--- src/rtl/fetch_ctrl.sv ---
// rtl/fetch_ctrl.sv - instruction fetch sequencer: PC register, imem handshake, IF/ID slot, stall/redirect handling
module fetch_ctrl #(
    parameter logic [31:0] RESET_PC = 32'h0000_0000
) (
    input  logic        clk,
    input  logic        rst_n,
    input  logic        stall_i,
    input  logic        redirect_i,
    input  logic [31:0] redirect_pc_i,
    output logic        imem_req_o,
    output logic [31:0] imem_addr_o,
    input  logic        imem_ack_i,
    input  logic [31:0] imem_rdata_i,
    output logic        if_valid_o,
    output logic [31:0] if_pc_o,
    output logic [31:0] if_inst_o,
    output logic        flush_if_id_o,
    output logic        flush_id_ex_o
);

    typedef enum logic [1:0] {
        BOOT  = 2'd0,
        FETCH = 2'd1,
        HOLD  = 2'd2
    } state_t;

    state_t      state_q;
    logic [31:0] pc_q;
    logic [31:0] redir_q;
    logic        drop_q;
    logic        buf_valid_q;
    logic [31:0] buf_pc_q;
    logic [31:0] buf_inst_q;
    logic        if_valid_q;
    logic [31:0] if_pc_q;
    logic [31:0] if_inst_q;

    logic [31:0] target;
    logic [31:0] pc_inc;
    logic        req_pending;

    assign target      = {redirect_pc_i[31:2], 2'b00};
    assign pc_inc      = pc_q + 32'd4;
    // A request is stuck on the bus until acked; its address must not move.
    assign req_pending = (state_q == FETCH) && !imem_ack_i;

    assign imem_req_o    = (state_q == FETCH);
    assign imem_addr_o   = pc_q;
    assign if_valid_o    = if_valid_q;
    assign if_pc_o       = if_pc_q;
    assign if_inst_o     = if_inst_q;
    assign flush_if_id_o = redirect_i;
    assign flush_id_ex_o = redirect_i;

    always_ff @(posedge clk) begin
        if (!rst_n) begin
            state_q     <= BOOT;
            pc_q        <= RESET_PC;
            redir_q     <= 32'd0;
            drop_q      <= 1'b0;
            buf_valid_q <= 1'b0;
            buf_pc_q    <= 32'd0;
            buf_inst_q  <= 32'd0;
            if_valid_q  <= 1'b0;
            if_pc_q     <= 32'd0;
            if_inst_q   <= 32'd0;
        end else if (redirect_i) begin
            // The branch is older than anything held here, so it beats a stall.
            if_valid_q  <= 1'b0;
            buf_valid_q <= 1'b0;
            state_q     <= FETCH;
            if (req_pending) begin
                redir_q <= target;
                drop_q  <= 1'b1;
            end else begin
                pc_q   <= target;
                drop_q <= 1'b0;
            end
        end else begin
            case (state_q)
                BOOT: begin
                    state_q <= FETCH;
                end
                FETCH: begin
                    if (imem_ack_i) begin
                        if (drop_q) begin
                            pc_q   <= redir_q;
                            drop_q <= 1'b0;
                            if (!stall_i) begin
                                if_valid_q <= 1'b0;
                            end
                        end else if (!stall_i) begin
                            if_valid_q <= 1'b1;
                            if_pc_q    <= pc_q;
                            if_inst_q  <= imem_rdata_i;
                            pc_q       <= pc_inc;
                        end else begin
                            buf_valid_q <= 1'b1;
                            buf_pc_q    <= pc_q;
                            buf_inst_q  <= imem_rdata_i;
                            pc_q        <= pc_inc;
                            state_q     <= HOLD;
                        end
                    end else if (!stall_i) begin
                        if_valid_q <= 1'b0;
                    end
                end
                HOLD: begin
                    if (!stall_i) begin
                        if_valid_q  <= buf_valid_q;
                        if_pc_q     <= buf_pc_q;
                        if_inst_q   <= buf_inst_q;
                        buf_valid_q <= 1'b0;
                        state_q     <= FETCH;
                    end
                end
                default: begin
                    state_q <= BOOT;
                end
            endcase
        end
    end

endmodule
--- config.mk ---
export PLATFORM = sky130hd
export DESIGN_NAME = fetch_ctrl
export DESIGN_NICKNAME = d
export VERILOG_FILES = /design/src/rtl/fetch_ctrl.sv
export SDC_FILE = /design/constraint.sdc
export NUM_CORES = 1
export LEC_CHECK = 0
export CAP_MARGIN = 20
export CORE_ASPECT_RATIO = 0.6
export CORE_MARGIN = 1.5
export CORE_UTILIZATION = 35
export DETAILED_ROUTE_END_ITERATION = 12
export SLEW_MARGIN = 20
export SYNTH_ARGS = -nofsm -noshare
export SYNTH_HDL_FRONTEND = slang
export SYNTH_SLANG_ARGS = --single-unit
--- constraint.sdc ---
create_clock -name clk -period 2.1 [get_ports clk]
set_input_delay 0.42 -clock clk [delete_from_list [all_inputs] [get_ports clk]]
set_output_delay 0.42 -clock clk [all_outputs]
set_load 0.01 [all_outputs]
==> metrics.txt, run 1 <==
Total Wirelength=roughly 26,000 um; Core Rows=45; WS Path Type=flip-flop to output port; CP peak stage delay=0.56 ns; met2 Resource Use GR=0.2798; Int Pwr=6.188 mW; Layout area overhead=31.14%; commonest non-fill, non-tap cell in the layout=nand2_1; Die Width=between 200 and 250 um; CTS tree=yes; Pleak=between 4 and 5 nW; NetSw=2.218 mW; post-synthesis register bit count=189; Critical Path RT=1.68 ns; Antenna Cells=0; first-pass GRT wire length=around 42,000 um; post-CTS setup buffers=0; number of buffers created by CTS=17; Reg power frac=0.458; critical path arrival=1.63 ns; RSZ-0062 raised after global routing=false; worst path buffer plus inverter count=2; GR peak layer=met1; chip height=128.0 um; multi-input combinational cell area=0.004821 mm^2; Reg area=roughly 0.0038 mm^2; WHS=roughly 0.44 ns; P per Cell Area=~700 mW/mm^2; vias in the first global route=7,577; Nets=roughly 1.3k; Comb power frac=0.151; clock buffer depth=2; sw frac=0.2639; most frequent cells in the layout=nand2_1 (291), dfxtp_1 (183), clkdlybuf4s50_1 (159), a21boi_0 (96), mux2i_1 (67); Hold Path Class=primary input to flip-flop; Post-Synthesis Cells=1,064; share of cells above drive strength 1=0.1075; commonest register cell after synthesis=dfxtp_1; drt first-iter violations=439; YS warnings=0; Top delay family on crit path=buffers and inverters; Core ar.=0.02545 mm^2; Clock Power Share=0.391; Starting Density=0.3579; Clock Sink Count=189; Vias=8,076; Slew @ Worst Pin=slightly above 0.7 ns; post-synthesis sequential area ratio=0.4154; max capacitance violation total=0; Worst Slack Setup Final=0.04830 ns; Critical Path Start=imem_addr_o[9]$_SDFFE_PN0P_; DP HPWL=around 18,000 um; final global-route overflow total=0; post-synthesis async set-or-reset flop share=0; io pins=169; HP Start=rst_n; syn avg cell area=between 8 and 9 um^2; routability cong.=between 0.8 and 0.9; Final setup violation count=0; clock root buffer=clkbuf_16; headroom to the max-slew limit=0.5161; ANT nets after route=0; Setup WS pre-CTS=-0.1942 ns; M3 GR Usage=0.06443; CP Launch Type=flip-flop; largest net degree at the start of global routing=89; antenna violations before repair=0; nature of the critical path endpoint=output port; crit path time final=2.052 ns; drt pass-1 iters=5; Netlist cell types=67; VDD IR-drop max=0.5123 mV; GR Util All Layers=0.1990; remaining routing DRC violations=0; Clock Latency Late Sink=0.45 ns; Synth Cell Area=0.009109 mm^2; DR WL/cell=16.65 um; final hold violations=0; Reg clk slew, reported paths=~0.070 ns; Worst Path Max Fanout=7; Post-synth EDFFs=0; cts hold-fix bufs=0; crit-path cells=buf_4 > clkdlybuf4s50_1; die area=0.02703 mm^2; status=complete, no violations; FMAX=0.4874 GHz; skew final=0.01106 ns; DR vias/cell=5.111; Final period util=0.9770; grt met1 use=0.2893; H-tree levels=4; Slew Viols, Final=0; Crit Reg-Reg Startpoint=state_q[1]$_SDFFE_PP0P_; # port buffers=162; slowest CP cell=clkdlybuf4s50_1; fillcell total=between 2k and 2.5k
-- per-layer routing --
metal  vias up  share of wire
met1      3836           0.50
met5         -              0
li1       3991              -
met3        21          0.077
met2       228           0.41
met4         0          0.011
-- synthesized netlist by cell type, drive strengths merged (6+ instances only) --
library cell / number / share of area
nor2: 34 / 0.016
a31oi: 9 / 0.0062
and3: 12 / 0.0089
mux2i: 68 / 0.075
nor3: 11 / 0.0095
a21boi: 98 / 0.081
inv: 11 / 0.0045
o211ai: 13 / 0.011
o21ai: 40 / 0.022
o21a: 6 / 0.0049
nand4: 12 / 0.012
clkbuf: 60 / 0.030
a21oi: 31 / 0.017
nand2: 292 / 0.12
dfxtp: 189 / 0.42
buf: 39 / 0.027
nand3: 10 / 0.0082
o211a: 63 / 0.069
-- worst paths after layout --
path                                                      to  slack [ns]  cells past startpoint
worst max-delay path                          imem_addr_o[9]        0.05                      2
worst min-delay path            imem_addr_o[20]$_SDFFE_PN0P_        0.44                      3
worst max register to register  imem_addr_o[25]$_SDFFE_PN0P_        0.19                      7
worst min register to register     buf_pc_q[11]$_SDFFE_PN0P_        0.46                      2
-- power by group through the flow --
stage	clock network (mW)	logic (mW)	registers, mW
floorplan	0	0.594	3.95
global placement	0	1.25	3.93
detailed placement	0	1.26	3.93
CTS	3.38	1.27	3.85
global route	3.53	1.38	3.87
finish	3.28	1.27	3.85
-- cells by family after synthesis --
kind of cell,after synthesis,synth area share
AO/OA/AOI/OAI,292,0.2419
XOR/XNOR,9,0.008653
adder cells (fa/ha/maj),5,0.006868
buffers and inverters,110,0.06140
flip-flops,189,0.4154
multiplexers,69,0.07596
other,1,0.0004117
AND/OR/NAND/NOR,389,0.1894
-- registers in the layout, indices dropped and copies added (netlist names) --
name / cells
buf_inst_q: 32
buf_pc_q: 30
buf_valid_q: 1
drop_q: 1
if_inst_o: 32
if_pc_o: 30
if_valid_o: 1
imem_addr_o: 30
redir_q: 30
state_q: 2
-- worst reg2reg max path, delay by kind of cell, from the launching register on --
| kind | cells | cell delay [ns] |
|---|---|---|
| adder cells (fa/ha/maj) | 1 | 0.21 |
| AND/OR/NAND/NOR | 1 | 0.21 |
| AO/OA/AOI/OAI | 3 | 0.46 |
| flip-flops | 1 | 0.34 |
| multiplexers | 1 | 0.46 |
| buffers and inverters | 1 | 0.13 |
-- area by class of cell --
class / instances / area share
clock buffers: 21 / 0.03938
clock inverters: 10 / 0.009637
inverters: 11 / 0.003457
multi-input cells: 768 / 0.4036
flip-flops and latches: 189 / 0.3174
well taps: 352 / 0.03687
repair buffers: 229 / 0.1897
-- stage by stage --
step	setup TNS (ns)	utilization	std cells	instance area [um^2]	power, mW
global route	0	0.4694	1580	11950	8.777
floorplan	0	-	1067	9120	4.546
global placement	-2.232	0.4456	1549	11340	5.179
detailed placement	-7.716	0.4456	1549	11340	5.193
finish	0	0.4694	1580	11950	8.407
CTS	0	0.4692	1580	11940	8.500
-- timing repair --
| item | CTS | global route |
|---|---|---|
| resized for setup | 5 | 4 |
| pin swaps | 0 | 0 |
| endpoints found under the setup margin | 3 | 4 |
(Power assumes the default switching activity.)
==> run 2: changes to the inputs <==
--- a/config.mk
+++ b/config.mk
@@ -7,9 +7,10 @@
 export LEC_CHECK = 0
 export CAP_MARGIN = 20
 export CORE_ASPECT_RATIO = 0.6
-export CORE_MARGIN = 1.5
-export CORE_UTILIZATION = 35
+export CORE_UTILIZATION = 53
 export DETAILED_ROUTE_END_ITERATION = 12
+export PLACE_DENSITY = 0.81
+export REMOVE_ABC_BUFFERS = 1
 export SLEW_MARGIN = 20
 export SYNTH_ARGS = -nofsm -noshare
 export SYNTH_HDL_FRONTEND = slang
==> metrics.txt, run 2 (synthesized netlist as in run 1, its figures left out) <==
worst reg-to-reg path cell count=8; grt met1 use=0.3881; chip height=103.5 um; DP HPWL=approximately 16,000 um; placed insts=1,419; Int Pwr=6.080 mW; R2R setup slack=0.20 ns; Final setup violation count=0; skew final=approximately 0.018 ns; Critical Path Start=imem_addr_o[4]$_SDFFE_PN0P_; drt pass-1 iters=5; GR peak layer=met2; drt first-iter violations=761; status=complete, no violations; Layout area overhead=28.98%; largest net degree at the start of global routing=67; number of buffers created by CTS=17; VDD IR-drop max=0.3833 mV; fin cells=about 1.5k; Comb power frac=0.147; Core ar.=0.01653 mm^2; Clock Latency Late Sink=0.44 ns; io pins=169; Slew @ Worst Pin=0.7047 ns; commonest non-fill, non-tap cell in the layout=nand2_1; Vias=8,171; max capacitance violation total=0; first-pass GRT wire length=38,930 um; Total Wirelength=around 24,000 um; Clock Sink Count=between 150 and 200; nature of the critical path endpoint=output port; Reg power frac=0.458; M3 GR Usage=0.06763; end of the worst register-to-register path=imem_addr_o[25]$_SDFFE_PN0P_; crit path to=imem_addr_o[4]; met2 Resource Use GR=0.4184; H-tree levels=4; WS Path Type=flip-flop to output port; crit path time final=between 2 and 2.5 ns; most frequent cells in the layout=nand2_1 (291), dfxtp_1 (187), clkdlybuf4s50_1 (159), a21boi_0 (96), mux2i_1 (67); Final period util=0.9653; vias in the first global route=7,562; Starting Density=0.5510; share of cells above drive strength 1=0.1029; cts hold-fix bufs=0; headroom to the max-slew limit=0.5302; critical path arrival=between 1.5 and 2 ns; Pleak=4.811 nW; Reg clk slew, reported paths=0.07 ns; FMAX=0.4933 GHz; DR vias/cell=approximately 5.6; clock buffer depth=2; Final Util=0.7107; # port buffers=162; antenna violations before repair=0; Worst Path Max Fanout=6; Clock Power Share=0.396; NetSw=2.332 mW; Hold Path Class=flip-flop to flip-flop; clock root buffer=clkbuf_16; remaining routing DRC violations=0; ANT nets after route=0; RSZ-0062 raised after global routing=false; DR WL/cell=16.62 um; Slew Viols, Final=0; CTS tree=yes; GR Util All Layers=0.2752; Critical Path RT=1.68 ns; CP Launch Type=flip-flop; Nets=1,285; Core Rows=36; routability cong.=roughly 0.86; Crit Reg-Reg Startpoint=state_q[1]$_SDFFE_PP0P_; final hold violations=0; Antenna Cells=0; Die Width=approximately 170 um; sw frac=0.2772; die area=0.01773 mm^2; P per Cell Area=716.0 mW/mm^2; final global-route overflow total=0
run 2: power groups by stage:
stage	Combinational, mW	Sequential [mW]	Clock [mW]
detailed placement	1.21	3.93	0
global placement	1.19	3.92	0
CTS	1.22	3.84	3.37
finish	1.23	3.85	3.33
global route	1.33	3.86	3.53
floorplan	0.457	3.98	0
run 2: metal layers:
| metal | share of wire | vias to the layer above |
|---|---|---|
| met4 | 0.010 | 0 |
| li1 | - | 3978 |
| met5 | 0 | - |
| met3 | 0.077 | 24 |
| met1 | 0.48 | 3845 |
| met2 | 0.43 | 324 |
run 2: what timing repair did:
item,in CTS,in global routing
buffers inserted,1,0
resized for setup,4,2
pin swaps,1,0
cloned,0,0
setup endpoints to repair,1,2
run 2: area by class of cell:
class,count,area [um^2]
multi-input cells,768,4821
fillers,1262,4782
flip-flops and latches,189,3786
repair buffers,224,2207
clock buffers,18,439.2
well taps,228,285.3
clock inverters,14,168.9
inverters,11,41.29
run 2: metrics by stage:
stage / power, mW / hold slack [ns] / TNS (ns) / instance area [um^2] / setup slack (ns)
final: 8.412 / 0.4579 / 0 / 11750 / 0.07288
after global routing: 8.724 / 0.4731 / 0 / 11750 / 0.0003563
after CTS: 8.432 / 0.4615 / 0 / 11750 / 0.03546
after detailed placement: 5.132 / 0.4520 / -1.537 / 11120 / -0.06492
after global placement: 5.107 / 0.4406 / -0.6070 / 11120 / -0.02741
after floorplan: 4.439 / 0.4347 / -381.62 / 8602 / -4.967
run 2: worst min-delay path by stage:
stage	startpoint	to	slack, ns	cells after the start
after floorplan	buf_pc_q[11]$_SDFFE_PN0P_	buf_pc_q[11]$_SDFFE_PN0P_	0.43	2
after global placement	buf_pc_q[11]$_SDFFE_PN0P_	buf_pc_q[11]$_SDFFE_PN0P_	0.44	2
after detailed placement	buf_pc_q[11]$_SDFFE_PN0P_	buf_pc_q[11]$_SDFFE_PN0P_	0.45	2
after CTS	buf_pc_q[11]$_SDFFE_PN0P_	buf_pc_q[11]$_SDFFE_PN0P_	0.46	2
after global routing	buf_pc_q[11]$_SDFFE_PN0P_	buf_pc_q[11]$_SDFFE_PN0P_	0.47	2
final	buf_pc_q[11]$_SDFFE_PN0P_	buf_pc_q[11]$_SDFFE_PN0P_	0.46	2
run 2: critical path, cell delays in order, from the launching register on:
cell             delay (ns)
dfxtp_1                0.43
buf_4                  0.20
clkdlybuf4s50_1        0.55
==> run 3: changes to the inputs <==
--- a/config.mk
+++ b/config.mk
@@ -11,6 +11,7 @@
 export DETAILED_ROUTE_END_ITERATION = 12
 export PLACE_DENSITY = 0.81
 export REMOVE_ABC_BUFFERS = 1
+export SKIP_LAST_GASP = 1
 export SLEW_MARGIN = 20
 export SYNTH_ARGS = -nofsm -noshare
 export SYNTH_HDL_FRONTEND = slang
==> results of run 3 <==
The final DEF is identical to that of run 2; final timing and power are the same.
